==> src/rtl/axi_rr_pkg.sv <==
// Shared types and constants for the AXI read-response router.
package axi_rr_pkg;

  localparam int RR_NUM_MST = 3;
  localparam int RR_NUM_SLV = 8;
  localparam int RR_DATA_W  = 32;
  localparam int RR_ID_W    = 4;
  localparam int RR_LEN_W   = 4;
  localparam int RR_MST_W   = 2;
  localparam int RR_SLV_W   = 4;

  localparam logic [RR_SLV_W-1:0] SLV_NONE    = 4'hF;
  localparam logic [1:0]          RESP_DECERR = 2'b11;

  typedef enum logic [1:0] {IDLE, FWD, DERR} rr_state_e;

  typedef struct packed {
    logic [RR_MST_W-1:0] mst;
    logic [RR_SLV_W-1:0] slv;
    logic [RR_LEN_W-1:0] len;
    logic [RR_ID_W-1:0]  id;
  } rr_ctx_t;

  function automatic rr_ctx_t make_ctx(input logic [RR_MST_W-1:0] mst,
                                       input logic [RR_SLV_W-1:0] slv,
                                       input logic [RR_LEN_W-1:0] len,
                                       input logic [RR_ID_W-1:0]  id);
    make_ctx = '{mst, slv, len, id};
  endfunction

endpackage

==> src/rtl/axi_rr_default_slave.sv <==
// Default-slave beat generator: emits DECERR beats for an undecoded read burst.
module axi_rr_default_slave
  import axi_rr_pkg::*;
#(
  parameter int DATA_W = RR_DATA_W,
  parameter int ID_W   = RR_ID_W,
  parameter int LEN_W  = RR_LEN_W
) (
  input  logic              clk,
  input  logic              reset,
  input  logic              active,
  input  logic              rready,
  input  logic [LEN_W-1:0]  len,
  input  logic [ID_W-1:0]   id,
  output logic              rvalid,
  output logic              rlast,
  output logic [ID_W-1:0]   rid,
  output logic [DATA_W-1:0] rdata,
  output logic [1:0]        rresp,
  output logic              done
);

  logic [LEN_W-1:0] cnt_q, cnt_d;

  // Beat counter restarts at zero whenever the generator is idle.
  always_comb begin
    cnt_d = cnt_q;
    if (!active) begin
      cnt_d = '0;
    end else if (rready) begin
      cnt_d = cnt_q + 1'b1;
    end
  end

  always_ff @(posedge clk) begin
    if (reset) begin
      cnt_q <= '0;
    end else begin
      cnt_q <= cnt_d;
    end
  end

  assign rvalid = active;
  assign rlast  = active && (cnt_q == len);
  assign rid    = active ? id : '0;
  assign rdata  = '0;
  assign rresp  = active ? RESP_DECERR : 2'b00;
  assign done   = active && rready && (cnt_q == len);

endmodule

==> src/rtl/axi_read_resp_router.sv <==
// R-channel return router: routes one granted read burst slave->master, or serves DECERR.
// Optional feature macro: BURST_CHECK_EN (ARLEN vs RLAST checking in FWD, adds len_err).
module axi_read_resp_router
  import axi_rr_pkg::*;
#(
  parameter int NUM_MST = RR_NUM_MST,
  parameter int NUM_SLV = RR_NUM_SLV,
  parameter int DATA_W  = RR_DATA_W,
  parameter int ID_W    = RR_ID_W,
  parameter int LEN_W   = RR_LEN_W
) (
  input  logic                      ACLK,
  input  logic                      ARESET,
  input  logic                      grant_valid,
  input  logic [1:0]                grant_mst,
  input  logic [3:0]                grant_slv,
  input  logic                      ar_hs,
  input  logic [LEN_W-1:0]          ar_len,
  input  logic [ID_W-1:0]           ar_id,
  output logic                      ds_arready,
  input  logic [NUM_SLV*(ID_W+4)-1:0] RID_S,
  input  logic [NUM_SLV*DATA_W-1:0] RDATA_S,
  input  logic [NUM_SLV*2-1:0]      RRESP_S,
  input  logic [NUM_SLV-1:0]        RLAST_S,
  input  logic [NUM_SLV-1:0]        RVALID_S,
  output logic [NUM_SLV-1:0]        RREADY_S,
  output logic [NUM_MST*ID_W-1:0]   RID_M,
  output logic [NUM_MST*DATA_W-1:0] RDATA_M,
  output logic [NUM_MST*2-1:0]      RRESP_M,
  output logic [NUM_MST-1:0]        RLAST_M,
  output logic [NUM_MST-1:0]        RVALID_M,
  input  logic [NUM_MST-1:0]        RREADY_M,
  output logic                      rd_done,
`ifdef BURST_CHECK_EN
  output logic                      len_err,
`endif
  output logic                      busy
);

  rr_state_e state_q, state_d;
  rr_ctx_t   ctx_q, ctx_d;

  logic              sel_rvalid, sel_rlast, sel_rready;
  logic [ID_W+3:0]   sel_rid;
  logic [DATA_W-1:0] sel_rdata;
  logic [1:0]        sel_rresp;
  logic              fwd_hs, fwd_last;

  logic              ds_active, ds_rvalid, ds_rlast, ds_done;
  logic [ID_W-1:0]   ds_rid;
  logic [DATA_W-1:0] ds_rdata;
  logic [1:0]        ds_rresp;

  logic              ds_arready_c, done_c;
  logic              m_valid, m_last, s_ready;
  logic [ID_W-1:0]   m_rid;
  logic [DATA_W-1:0] m_rdata;
  logic [1:0]        m_rresp;

  logic unused_rid_mst;

  // Pick out the owning slave's R channel and the owning master's RREADY.
  always_comb begin
    sel_rvalid = 1'b0;
    sel_rlast  = 1'b0;
    sel_rid    = '0;
    sel_rdata  = '0;
    sel_rresp  = '0;
    sel_rready = 1'b0;
    for (int i = 0; i < NUM_SLV; i++) begin
      if (ctx_q.slv == 4'(i)) begin
        sel_rvalid = RVALID_S[i];
        sel_rlast  = RLAST_S[i];
        sel_rid    = RID_S[i*(ID_W+4) +: (ID_W+4)];
        sel_rdata  = RDATA_S[i*DATA_W +: DATA_W];
        sel_rresp  = RRESP_S[i*2 +: 2];
      end
    end
    for (int j = 0; j < NUM_MST; j++) begin
      if (ctx_q.mst == 2'(j)) begin
        sel_rready = RREADY_M[j];
      end
    end
  end

  // Upper RID bits carry the master index, already known from the context.
  assign unused_rid_mst = ^sel_rid[ID_W+3:ID_W];

  assign fwd_hs    = (state_q == FWD) && sel_rvalid && sel_rready;
  assign ds_active = (state_q == DERR);

  axi_rr_default_slave #(
    .DATA_W (DATA_W),
    .ID_W   (ID_W),
    .LEN_W  (LEN_W)
  ) u_default_slave (
    .clk    (ACLK),
    .reset  (ARESET),
    .active (ds_active),
    .rready (sel_rready),
    .len    (ctx_q.len),
    .id     (ctx_q.id),
    .rvalid (ds_rvalid),
    .rlast  (ds_rlast),
    .rid    (ds_rid),
    .rdata  (ds_rdata),
    .rresp  (ds_rresp),
    .done   (ds_done)
  );

`ifdef BURST_CHECK_EN
  logic [LEN_W-1:0] cnt_q, cnt_d;
  logic             len_err_q, len_err_d;
  logic             at_len;

  assign at_len   = (cnt_q == ctx_q.len);
  assign fwd_last = sel_rlast | at_len;

  // Any disagreement between ARLEN and the slave's RLAST is latched until reset.
  always_comb begin
    cnt_d     = cnt_q;
    len_err_d = len_err_q;
    if (state_q != FWD) begin
      cnt_d = '0;
    end else if (fwd_hs) begin
      cnt_d = cnt_q + 1'b1;
      if (sel_rlast != at_len) begin
        len_err_d = 1'b1;
      end
    end
  end

  always_ff @(posedge ACLK) begin
    if (ARESET) begin
      cnt_q     <= '0;
      len_err_q <= 1'b0;
    end else begin
      cnt_q     <= cnt_d;
      len_err_q <= len_err_d;
    end
  end

  assign len_err = len_err_q;
`else
  assign fwd_last = sel_rlast;
`endif

  always_comb begin
    state_d      = state_q;
    ctx_d        = ctx_q;
    ds_arready_c = 1'b0;
    done_c       = 1'b0;
    m_valid      = 1'b0;
    m_last       = 1'b0;
    m_rid        = '0;
    m_rdata      = '0;
    m_rresp      = '0;
    s_ready      = 1'b0;
    case (state_q)
      IDLE: begin
        ds_arready_c = grant_valid && (grant_slv == SLV_NONE);
        if (grant_valid && ar_hs && (grant_slv != SLV_NONE)) begin
          ctx_d   = make_ctx(grant_mst, grant_slv, ar_len, ar_id);
          state_d = FWD;
        end else if (ds_arready_c) begin
          ctx_d   = make_ctx(grant_mst, grant_slv, ar_len, ar_id);
          state_d = DERR;
        end
      end
      FWD: begin
        m_valid = sel_rvalid;
        m_last  = fwd_last;
        m_rid   = sel_rid[ID_W-1:0];
        m_rdata = sel_rdata;
        m_rresp = sel_rresp;
        s_ready = sel_rready;
        if (fwd_hs && fwd_last) begin
          done_c  = 1'b1;
          state_d = IDLE;
        end
      end
      DERR: begin
        m_valid = ds_rvalid;
        m_last  = ds_rlast;
        m_rid   = ds_rid;
        m_rdata = ds_rdata;
        m_rresp = ds_rresp;
        if (ds_done) begin
          done_c  = 1'b1;
          state_d = IDLE;
        end
      end
      default: state_d = IDLE;
    endcase
  end

  always_ff @(posedge ACLK) begin
    if (ARESET) begin
      state_q <= IDLE;
      ctx_q   <= '0;
    end else begin
      state_q <= state_d;
      ctx_q   <= ctx_d;
    end
  end

  // Reset suppresses every handshake-visible output in the same cycle it is asserted.
  always_comb begin
    RVALID_M = '0;
    RLAST_M  = '0;
    RID_M    = '0;
    RDATA_M  = '0;
    RRESP_M  = '0;
    RREADY_S = '0;
    if (!ARESET) begin
      for (int j = 0; j < NUM_MST; j++) begin
        if (ctx_q.mst == 2'(j)) begin
          RVALID_M[j]                 = m_valid;
          RLAST_M[j]                  = m_last;
          RID_M[j*ID_W +: ID_W]       = m_rid;
          RDATA_M[j*DATA_W +: DATA_W] = m_rdata;
          RRESP_M[j*2 +: 2]           = m_rresp;
        end
      end
      for (int i = 0; i < NUM_SLV; i++) begin
        if (ctx_q.slv == 4'(i)) begin
          RREADY_S[i] = s_ready;
        end
      end
    end
  end

  assign ds_arready = ds_arready_c && !ARESET;
  assign rd_done    = done_c && !ARESET;
  assign busy       = (state_q != IDLE) && !ARESET;

endmodule

==> config.mk <==
export PLATFORM = sky130hd
export DESIGN_NAME = axi_read_resp_router
export DESIGN_NICKNAME = d
export VERILOG_FILES = /design/src/rtl/axi_rr_pkg.sv /design/src/rtl/axi_rr_default_slave.sv /design/src/rtl/axi_read_resp_router.sv
export SDC_FILE = /design/constraint.sdc
export NUM_CORES = 1
export LEC_CHECK = 0
export BUFFER_PORTS_ARGS = -buffer_cell sky130_fd_sc_hd__buf_2
export CAP_MARGIN = 15
export CORE_AREA = 2 2 196 198
export DETAILED_ROUTE_END_ITERATION = 10
export DIE_AREA = 0 0 198 200
export PLACE_DENSITY = 0.39
export SYNTH_ARGS = -nofsm -noshare
export SYNTH_HDL_FRONTEND = slang
export SYNTH_HIERARCHICAL = 1
export SYNTH_SLANG_ARGS = --single-unit
==> constraint.sdc <==
create_clock -name ACLK -period 1.8 [get_ports ACLK]
set_input_delay 0.09 -clock ACLK [delete_from_list [all_inputs] [get_ports ACLK]]
set_output_delay 0.09 -clock ACLK [all_outputs]
set_load 0.01 [all_outputs]
==> impl_metrics.csv <==
group,metric,value,unit
floorplan,io_pins,504,
power_and_ir_drop,p_int,2.09,mW
global_route,antenna_found_initial,6,
synthesis,synthSimpleGateAreaFrac,25.5,%
global_route,grt.met2_usage,32.7,%
clock_tree,cts.hold.buffers_added,0,
clock_tree,numClockSinks,20,
run,drv_cap,0,
sta,max_freq,416,MHz
floorplan,dieArea,39600,um2
layout,layout-drive-gt1-share,62.8,%
critical_path,crit_start,"ctx_q[9]",
sta,max_slew_margin,64.3,%
critical_path,r2r_slack,-0.30,ns
critical_path,required,1.71,ns
synthesis,synth_xor_area_share,1.18,%
global_route,busiest_layer,"met2",
critical_path,cp.arrival,2.31,ns
synthesis,synthArstFlopShare,0,%
power_and_ir_drop,ir_drop,0.399,mV
layout,layout_common_cells,"467 x buf_2, 144 x nor2_1, 110 x buf_4, 70 x a21oi_1, 56 x nand2_1",
hold_path,hold_path_startpoint,"ar_len[3]",
clock_tree,cts.clk_slew.worst_paths,0.06,ns
power_and_ir_drop,p_clk_share,16.3,%
clock_tree,numCtsBuffers,3,
synthesis,synth-compound-area-share,37.0,%
global_route,grt.total_usage,17.8,%
synthesis,yosysSeqAreaShare,7.72,%
layout,nNetsFinal,1733,
power_and_ir_drop,p_seq_share,13.9,%
synthesis,synthAdderAreaFrac,0.965,%
synthesis,synth_cell_types,54,
layout,syn2layout_area_growth,104,%
synthesis,synth_seq_cells,20,
sta,setup_ws,-0.604,ns
sta,worst_pin_slew,0.536,ns
global_route,grt_max_degree,33,
floorplan,die_w,198,um
route,wl,38000,um
power_and_ir_drop,leakagePower,4.66,nW
synthesis,ys.flop_type,"dfxtp_1",
global_route,grt_use_met3,2.34,%
sta,maxSlewViolCount,0,
run_status,outcome,"finished, violations left",
route,routed-via-count,8351,
clock_tree,cts-root-buf,"clkbuf_16",
sta,layout_min_cycle_time,2.40,ns
synthesis,synthCells,793,
global_route,overflow,0,
layout,final_util,28.3,%
sta,hold_viol,0,
floorplan,initial_utilization,13.9,%
power_and_ir_drop,sw_frac_of_total,40.2,%
run_status,violations,"setup timing",
critical_path,worstPathMaxFanout,7,
clock_tree,htree_levels,1,
synthesis,yosysWarnings,6,
floorplan,rows,71,
clock_tree,clk_latency,0.26,ns
global_route,grt_pass1_vias,7970,
clock_tree,cts_tree,"yes",
route,wl_per_cell,20.3,um
critical_path,crit_path_end_kind,"output port",
sta,fin_worst_skew,0.00277,ns
global_route,grt_pass1_wl,51800,um
route,viasPerCell,4.46,
power_and_ir_drop,p_comb_share,69.8,%
synthesis,muxShareOfSynthArea,13.7,%
critical_path,crit_type,"reg -> out",
layout,layout_commonest_cell,"buf_2",
route,drt_iter0_markers,393,
sta,setup_viol,126,
route,first_pass_iters,5,
placed_design,portBuffers,471,
floorplan,core_area,37400,um2
placed_design,dpl.hpwl,30400,um
hold_path,hp-class,"in -> reg",
floorplan,die_y,200,um
power_and_ir_drop,p_per_area,330,nW/um2
sta,period_share,134,%
route,drc,0,
critical_path,reg2reg_from,"ctx_q[9]",
layout,fin_cells,1872,
global_route,grtUsageMet1,21.8,%
clock_tree,clockBufferDepth,2,
synthesis,syn_avg_cell_area,6.54,um2
critical_path,start_kind,"flop",
synthesis,synth_edf_count,0,
route,ant_nets,0,
placed_design,place.gp.congestion,0.885,
synthesis,synth_area,5190,um2
sta,grt_setup_unrepaired,"yes",
power_and_ir_drop,power.net_switching,1.41,mW
placed_design,post-place-cells,1807,
synthesis,synth_top_family_by_area,"compound AO/OA/AOI/OAI gates",
-- critical path, stage by stage (launching register included) --
cell and delay [ns]:
dfxtp_4 0.38, buf_12 0.15, buf_4 0.13, buf_8 0.13, buf_4 0.13, mux4_2 0.33, a21oi_4 0.17, o32ai_2 0.09
a22oi_2 0.32, nor2_1 0.07, buf_2 0.14
-- through the flow --
step	setup slack (ns)	hold WS (ns)	total power, mW	setup TNS [ns]	instance area [um2]
6_report	-0.604	0.0664	3.49	-54.93	10600
5_1_grt	-0.657	0.0724	3.71	-67.24	10600
4_1_cts	-0.626	0.0653	3.34	-62.61	9920
3_5_place_dp	-0.498	0.341	2.38	-37.86	8780
3_3_place_gp	-0.491	0.338	2.38	-34.42	8780
2_1_floorplan	0.0570	0.226	1.44	0	5310
-- synth_stat cells, drive strengths merged (18+ instances only) --
cell / number / share of area [%]
mux4: 19 / 8.2
o21ai: 45 / 4.3
o22ai: 34 / 4.1
o32ai: 18 / 3.0
clkbuf: 40 / 2.9
nor2b: 37 / 4.5
dfxtp: 20 / 7.7
buf: 76 / 10
nor2: 157 / 11
a21oi: 109 / 11
a22oi: 25 / 3.8
nand2: 60 / 4.4
-- kinds of logic after synthesis --
| family | Yosys count |
|---|---|
| buf+inv | 123 |
| fa+ha+maj | 4 |
| xor+xnor | 7 |
| other cells | 1 |
| simple gates | 297 |
| mux | 46 |
| compound gates | 295 |
| flops | 20 |
-- final timing paths --
path,to,cells past startpoint
worst min register to register,ctx_q[0],2
worst min-delay path,ctx_q[7],3
worst max register to register,state_q[1],9
worst max-delay path,RDATA_M[69],10
-- sequential cells by signal, indices dropped and copies added, names as in the netlist --
name,count
ctx_q,14
u_default_slave/cnt_q,4
state_q,2
-- power by group through the flow --
stage	registers [mW]	logic, mW	clock network [mW]
6_report	0.486	2.44	0.571
5_1_grt	0.489	2.61	0.613
4_1_cts	0.489	2.26	0.590
3_5_place_dp	0.502	1.88	0
3_3_place_gp	0.500	1.88	0
2_1_floorplan	0.485	0.955	0
-- timing repair --
action | CTS | global route
resized for setup | 150 | 107
hold endpoints to repair | 0 | 0
cloned | 6 | 0
setup buffers | 31 | 31
pin swaps | 78 | 77
setup endpoints to repair | 131 | 131
-- routing by layer --
layer | wire [um] | share of wire, %
met1 | 15700 | 41
met2 | 19200 | 51
met3 | 2330 | 6.1
met4 | 754 | 2.0
met5 | 0 | 0
-- area by class of cell --
class / instances / area (um2)
Antenna cell: 6 / 15.0
Tap cell: 511 / 639
Clock buffer: 4 / 100
Timing Repair Buffer: 643 / 4220
Fill cell: 4190 / 26800
Inverter: 7 / 28.8
Multi-Input combinational cell: 681 / 5150
Sequential cell: 20 / 419
Note: power is estimated with default switching activity, not from simulation.
